==> src/rtl/coffee_vm_pkg.sv <==
`default_nettype none
// ============================================================================
// Module   : coffee_vm_pkg
// Purpose  : Shared types and constants for the coffee vending coin/buy
//            protocol: sequencer state encoding, purchase result codes,
//            default price and the coin-count clamp helper.
// Ports    : none (package)
// Revision : 1.0 - initial release
// ============================================================================
package coffee_vm_pkg;

  typedef enum logic [2:0] {
    IDLE     = 3'd0,
    SYNC     = 3'd1,
    COIN     = 3'd2,
    GAP      = 3'd3,
    BUY      = 3'd4,
    WAIT_ACK = 3'd5,
    DONE     = 3'd6
  } state_e;

  typedef enum logic [1:0] {
    RES_NONE    = 2'b00,
    RES_COFFEE  = 2'b01,
    RES_REFUND  = 2'b10,
    RES_TIMEOUT = 2'b11
  } result_e;

  localparam int unsigned PRICE_COINS_DEFAULT = 3;

  // Never send more coins than the price: an extra coin voids the credit.
  function automatic logic [2:0] clamp_target(input logic [2:0] n, input logic [2:0] price);
    return (n > price) ? price : n;
  endfunction

endpackage
`default_nettype wire

==> src/rtl/vm_cycle_counter.sv <==
`default_nettype none
// ============================================================================
// Module   : vm_cycle_counter
// Purpose  : Saturating up-counter with synchronous load and count enable.
//            tc is high while the count has reached limit; the count then
//            holds there instead of wrapping.
// Ports    : clk, rst_n     - clock, asynchronous active-low reset
//            load, load_val - synchronous load (has priority over en)
//            en             - count enable
//            limit          - terminal count value
//            tc             - terminal count reached
// Revision : 1.0 - initial release
// ============================================================================
module vm_cycle_counter #(
  parameter int unsigned WIDTH = 8
) (
  input  logic             clk,
  input  logic             rst_n,
  input  logic             load,
  input  logic [WIDTH-1:0] load_val,
  input  logic             en,
  input  logic [WIDTH-1:0] limit,
  output logic             tc
);

  logic [WIDTH-1:0] count_q, count_d;

  assign tc = (count_q >= limit);

  always_comb begin
    count_d = count_q;
    if (load) begin
      count_d = load_val;
    end else if (en && !tc) begin
      count_d = count_q + WIDTH'(1);
    end
  end

  always_ff @(posedge clk or negedge rst_n) begin
    if (!rst_n) begin
      count_q <= '0;
    end else begin
      count_q <= count_d;
    end
  end

endmodule
`default_nettype wire

==> src/rtl/coffee_purchase_sequencer.sv <==
`default_nettype none
// ============================================================================
// Module   : coffee_purchase_sequencer
// Purpose  : Initiator side of the vending coin/buy protocol. On an accepted
//            start it issues up to PRICE_COINS single-cycle coin pulses, then
//            one buy pulse, and classifies the vending FSM reply as coffee,
//            refund or timeout.
// Ports    : clk, rst_n          - clock, asynchronous active-low reset
//            start, n_coins      - purchase request and requested coin count
//            coffee_in           - vending FSM coffee output
//            machine_idle        - vending FSM return output (no credit held)
//            coin, buy           - one-cycle pulses to the vending FSM
//            busy, done          - purchase in progress / completion pulse
//            result, coins_sent  - outcome code and coins issued
// Revision : 1.0 - initial release
// ============================================================================
module coffee_purchase_sequencer
  import coffee_vm_pkg::*;
#(
  parameter int unsigned PRICE_COINS    = PRICE_COINS_DEFAULT,
  parameter int unsigned GAP_CYCLES     = 1,
  parameter int unsigned TIMEOUT_CYCLES = 8
) (
  input  logic       clk,
  input  logic       rst_n,
  input  logic       start,
  input  logic [2:0] n_coins,
  input  logic       coffee_in,
  input  logic       machine_idle,
  output logic       coin,
  output logic       buy,
  output logic       busy,
  output logic       done,
  output logic [1:0] result,
  output logic [2:0] coins_sent
);

  localparam logic [2:0] C_PRICE     = PRICE_COINS[2:0];
  // Counters count 0..limit, so a span of N cycles terminates at N-1.
  localparam logic [3:0] C_GAP_LIMIT = (GAP_CYCLES == 0) ? 4'd0 : 4'(GAP_CYCLES - 1);
  localparam logic [7:0] C_TO_LIMIT  = 8'(TIMEOUT_CYCLES - 1);

  state_e     state_q, state_d;
  logic [2:0] target_q, target_d;
  logic [2:0] coins_sent_q, coins_sent_d;
  logic [1:0] result_q, result_d;
  logic       buy_next_q, buy_next_d;  // after the gap: 1 = BUY, 0 = another COIN

  logic gap_load, gap_en, gap_tc;
  logic to_load, to_en, to_tc;
  logic full;

  assign full = (target_q == C_PRICE);

  vm_cycle_counter #(.WIDTH(4)) u_gap_cnt (
    .clk      (clk),
    .rst_n    (rst_n),
    .load     (gap_load),
    .load_val (4'd0),
    .en       (gap_en),
    .limit    (C_GAP_LIMIT),
    .tc       (gap_tc)
  );

  vm_cycle_counter #(.WIDTH(8)) u_timeout_cnt (
    .clk      (clk),
    .rst_n    (rst_n),
    .load     (to_load),
    .load_val (8'd0),
    .en       (to_en),
    .limit    (C_TO_LIMIT),
    .tc       (to_tc)
  );

  always_comb begin
    state_d      = state_q;
    target_d     = target_q;
    coins_sent_d = coins_sent_q;
    result_d     = result_q;
    buy_next_d   = buy_next_q;
    gap_load     = 1'b0;
    gap_en       = 1'b0;
    to_load      = 1'b0;
    to_en        = 1'b0;

    unique case (state_q)
      IDLE: begin
        if (start) begin
          target_d     = clamp_target(n_coins, C_PRICE);
          coins_sent_d = 3'd0;
          result_d     = RES_NONE;
          state_d      = SYNC;
        end
      end
      SYNC: begin
        // Leftover credit from an aborted purchase blocks here until the
        // machine returns it; recovery belongs to the controller.
        if (target_q == 3'd0) begin
          result_d = RES_REFUND;
          state_d  = DONE;
        end else if (machine_idle) begin
          state_d = COIN;
        end
      end
      COIN: begin
        if (coins_sent_q < C_PRICE) begin
          coins_sent_d = coins_sent_q + 3'd1;
        end
        buy_next_d = !(({1'b0, coins_sent_q} + 4'd1) < {1'b0, target_q});
        gap_load   = 1'b1;
        if (GAP_CYCLES == 0) begin
          state_d = buy_next_d ? BUY : COIN;
        end else begin
          state_d = GAP;
        end
      end
      GAP: begin
        gap_en = 1'b1;
        if (gap_tc) begin
          state_d = buy_next_q ? BUY : COIN;
        end
      end
      BUY: begin
        to_load = 1'b1;
        state_d = WAIT_ACK;
      end
      WAIT_ACK: begin
        to_en = 1'b1;
        // Acks are tested before the timeout so a same-cycle ack wins.
        if (full && coffee_in) begin
          result_d = RES_COFFEE;
          state_d  = DONE;
        end else if (!full && machine_idle) begin
          result_d = RES_REFUND;
          state_d  = DONE;
        end else if (to_tc) begin
          result_d = RES_TIMEOUT;
          state_d  = DONE;
        end
      end
      DONE: begin
        state_d = IDLE;
      end
      default: begin
        state_d = IDLE;
      end
    endcase
  end

  always_ff @(posedge clk or negedge rst_n) begin
    if (!rst_n) begin
      state_q      <= IDLE;
      target_q     <= 3'd0;
      coins_sent_q <= 3'd0;
      result_q     <= RES_NONE;
      buy_next_q   <= 1'b0;
    end else begin
      state_q      <= state_d;
      target_q     <= target_d;
      coins_sent_q <= coins_sent_d;
      result_q     <= result_d;
      buy_next_q   <= buy_next_d;
    end
  end

  // Moore decode: coin and buy come from distinct states, so never overlap.
  assign coin       = (state_q == COIN);
  assign buy        = (state_q == BUY);
  assign busy       = (state_q != IDLE);
  assign done       = (state_q == DONE);
  assign result     = result_q;
  assign coins_sent = coins_sent_q;

endmodule
`default_nettype wire
==> config.mk <==
export PLATFORM = sky130hd
export DESIGN_NAME = coffee_purchase_sequencer
export DESIGN_NICKNAME = d
export VERILOG_FILES = /design/src/rtl/coffee_vm_pkg.sv /design/src/rtl/vm_cycle_counter.sv /design/src/rtl/coffee_purchase_sequencer.sv
export SDC_FILE = /design/constraint.sdc
export NUM_CORES = 1
export LEC_CHECK = 0
export CORE_ASPECT_RATIO = 1.75
export CORE_MARGIN = 2
export CORE_UTILIZATION = 50
export DETAILED_ROUTE_END_ITERATION = 10
export GPL_TIMING_DRIVEN = 0
export PLACE_DENSITY = 0.71
export SYNTH_ARGS = -nofsm -noshare
export SYNTH_HDL_FRONTEND = slang
export SYNTH_HIERARCHICAL = 1
export SYNTH_SLANG_ARGS = --single-unit
==> constraint.sdc <==
create_clock -name clk -period 3.4 [get_ports clk]
set_input_delay 0.68 -clock clk [delete_from_list [all_inputs] [get_ports clk]]
set_output_delay 0.68 -clock clk [all_outputs]
set_load 0.1 [all_outputs]
==> metrics.yaml <==
global_routing:
  grt_max_degree: 25
  grt_first_pass_wirelength_mm: 6.59
  grt_usage_pct: 20.0
  antenna_found_initial: 0
  grt_overflow: 0
  grt_pass1_vias: 1514
clock_network:
  cts_resized: 0
  numCtsBuffers: 3
  postCtsSetupBuffers: 0
  ctsHoldBuffers: 0
  cts-root-buf: "clkbuf_8"
  tritoncts: "yes"
  clkSlewWorstSetupHoldPaths_ns: 0.08
  htreeDepth: 1
  clockBufferDepth: 2
  clk_latency_ns: 0.26
  cts_sinks: 24
synthesis:
  synth-seq-cells: 24
  synth_top_flop_cell: "dfrtp_1"
  ys.warnings.count: 6
  synth-edff-count: 0
  yosysUniqueCellTypes: 49
  async_flop_share_pct: 100
  syn_inst: 197
  netlist_area_um2: 1800
  synth.avg_cell_area_um2: 9.13
  ys_seq_area_share_pct: 33.4
routing:
  first_pass_iters: 4
  wl_mm: 3.62
  viasPerCell: 5.30
  drc: 0
  wire_per_inst_um: 12.8
  vias: 1500
  drt.antenna.violating_nets: 0
  drt_iter0_drc: 21
final_layout:
  fin_nets: 265
  area_growth_pct: 19.5
  multi_input_area_um2: 1190
  num_antenna_cells: 0
  n_fill_cell: 331
  drive_gt1_share_pct: 9.66
  fin_area_um2: 2150
  final_cell_mix: "dfrtp_1, conb_1, inv_1"
  seqCellArea_um2: 601
place:
  placed_cell_area_um2: 2110
  port_buffers: 16
  dpl.hpwl_mm: 2.89
  gp_congestion: 0.754
pwr:
  p_sw_uw: 965
  combPwrFrac_pct: 63.3
  cell_internal_pwr_uw: 891
  powerDensity_nw_per_um2: 864
  p_leak_uw: 0.000946
  power.share.clock_pct: 8.9
  max-vdd-ir-drop_uv: 773
  p_seq_share_pct: 27.8
  swShare_pct: 52.0
floorplanning:
  core_area_um2: 3400
  fp-row-count: 28
  die_w_um: 49.3
  die_h_um: 83.3
  io_pins: 17
  initial_core_util_pct: 52.9
  fp.dieArea_um2: 4110
timing:
  slew_viol_final: 0
  worst_pin_slew_ns: 1.07
  rsz0062_at_grt: "no"
  slew_headroom_pct: 28.5
  whs_ns: 0.497
  fmax_mhz: 318
  fin_tns_setup_ns: 0
  hold_violations: 0
  period_needed_ns: 3.15
  clock_skew_ns: 0.00176
  fin_crit_sh_pct: 92.6
  setup_viol: 0
worst_hold_path:
  hp-class: "reg2reg"
critical_path:
  critPathLaunchType: "flop"
  cpPeakStageDelay_ns: 1.22
  crit_fanout: 10
  cp_top_family: "buffers and inverters"
  path_class: "reg2out"
  cp_slowest_cell: "clkdlybuf4s50_1"
  worstPathCellList: "buf_2 -> nor3b_2 -> clkdlybuf4s50_1"
  end_kind: "primary output"
  cp_data_arrival_time_ns: 2.47
  crit_buf_inv: 2
  required_ns: 2.72
run:
  drv_cap: 0
status:
  outcome: "completed"
power by group through the flow:
stage	sequential (uW)	combinational, uW	clock [uW]
4_1_cts	517	1190	169
3_3_place_gp	520	1160	0
2_1_floorplan	665	775	0
6_report	516	1170	166
5_1_grt	537	1300	186
3_5_place_dp	523	1180	0
registers in the layout (all words and copies together), names as in the netlist:
register,cells
u_timeout_cnt/count_q,8
target_q,3
coins_sent,3
buy_next_q,1
result,2
state_q,3
u_gap_cnt/count_q,4
stage by stage:
step	utilization, %	power [uW]	cells	setup WS (ns)
2_1_floorplan	-	1440	219	0.589
3_3_place_gp	62.0	1680	280	0.498
3_5_place_dp	62.0	1700	280	0.508
4_1_cts	63.2	1870	283	0.213
5_1_grt	63.2	2020	283	0.104
6_report	63.2	1860	283	0.253
Yosys cell counts (2+ instances only):
| cell | number | share of area, % |
|---|---|---|
| a2111oi_2 | 2 | 1.7 |
| nor2b_1 | 5 | 1.7 |
| nand3b_1 | 5 | 2.1 |
| buf_2 | 3 | 0.83 |
| mux2_1 | 3 | 1.9 |
| ha_1 | 17 | 12 |
| a22oi_1 | 3 | 1.3 |
| xnor2_1 | 2 | 0.97 |
| nand4_1 | 3 | 1.0 |
| o211ai_2 | 2 | 1.4 |
| a31oi_1 | 2 | 0.70 |
| nand3_1 | 11 | 3.1 |
| inv_1 | 20 | 4.2 |
| dfrtp_1 | 24 | 33 |
| o21ai_1 | 3 | 0.83 |
| nor3_1 | 7 | 1.9 |
| nand2_1 | 16 | 3.3 |
| o21ai_0 | 6 | 1.7 |
| nor2_1 | 9 | 1.9 |
| a21oi_1 | 12 | 3.3 |
| a2111oi_4 | 2 | 3.1 |
| clkbuf_1 | 3 | 0.63 |
| mux2_2 | 3 | 1.9 |
| a211oi_1 | 2 | 0.83 |
| conb_1 | 2 | 0.42 |
| a21boi_0 | 2 | 0.83 |
| nor3b_1 | 3 | 1.3 |
| xor2_1 | 3 | 1.5 |
| mux2i_1 | 2 | 1.1 |
final timing paths:
path                                           from                       end  slack (ns)  depth (start not counted)
setup / recovery                         state_q[2]                      coin        0.25                          3
hold reg to reg                           result[0]                 result[0]        0.50                          1
max in group asynchronous                     rst_n  u_timeout_cnt/count_q[7]        1.77                          1
min in group asynchronous                     rst_n      u_gap_cnt/count_q[1]        0.99                          1
hold / removal                            result[0]                 result[0]        0.50                          1
setup reg to reg           u_timeout_cnt/count_q[5]                 result[1]        1.04                          7
final cells by class:
type	instances	area share [%]
Tap cell	45	2.62
Clock buffer	3	1.92
Multi-Input combinational cell	169	55.3
Inverter	20	3.49
Timing Repair Buffer	16	7.45
Buffer	6	1.22
Sequential cell	24	28.0
kinds of logic after synthesis:
logic type,share of synthesized area [%]
DFF,33.4
xor gates and xnor gates,2.44
AOI/OAI and AO/OA,20.6
muxes,4.87
and+or+nand+nor,20.8
adders and majority gates,11.8
buffers and inverters,5.64
other,0.418
layer usage:
metal,vias up,GRT usage [%],part of all wire (%)
li1,772,-,-
met1,706,22.1,40
met2,17,38.8,57
met3,5,1.62,1.7
met4,0,5.45,1.4
met5,-,0,0
No activity file was read; power rests on OpenSTA's default activity.
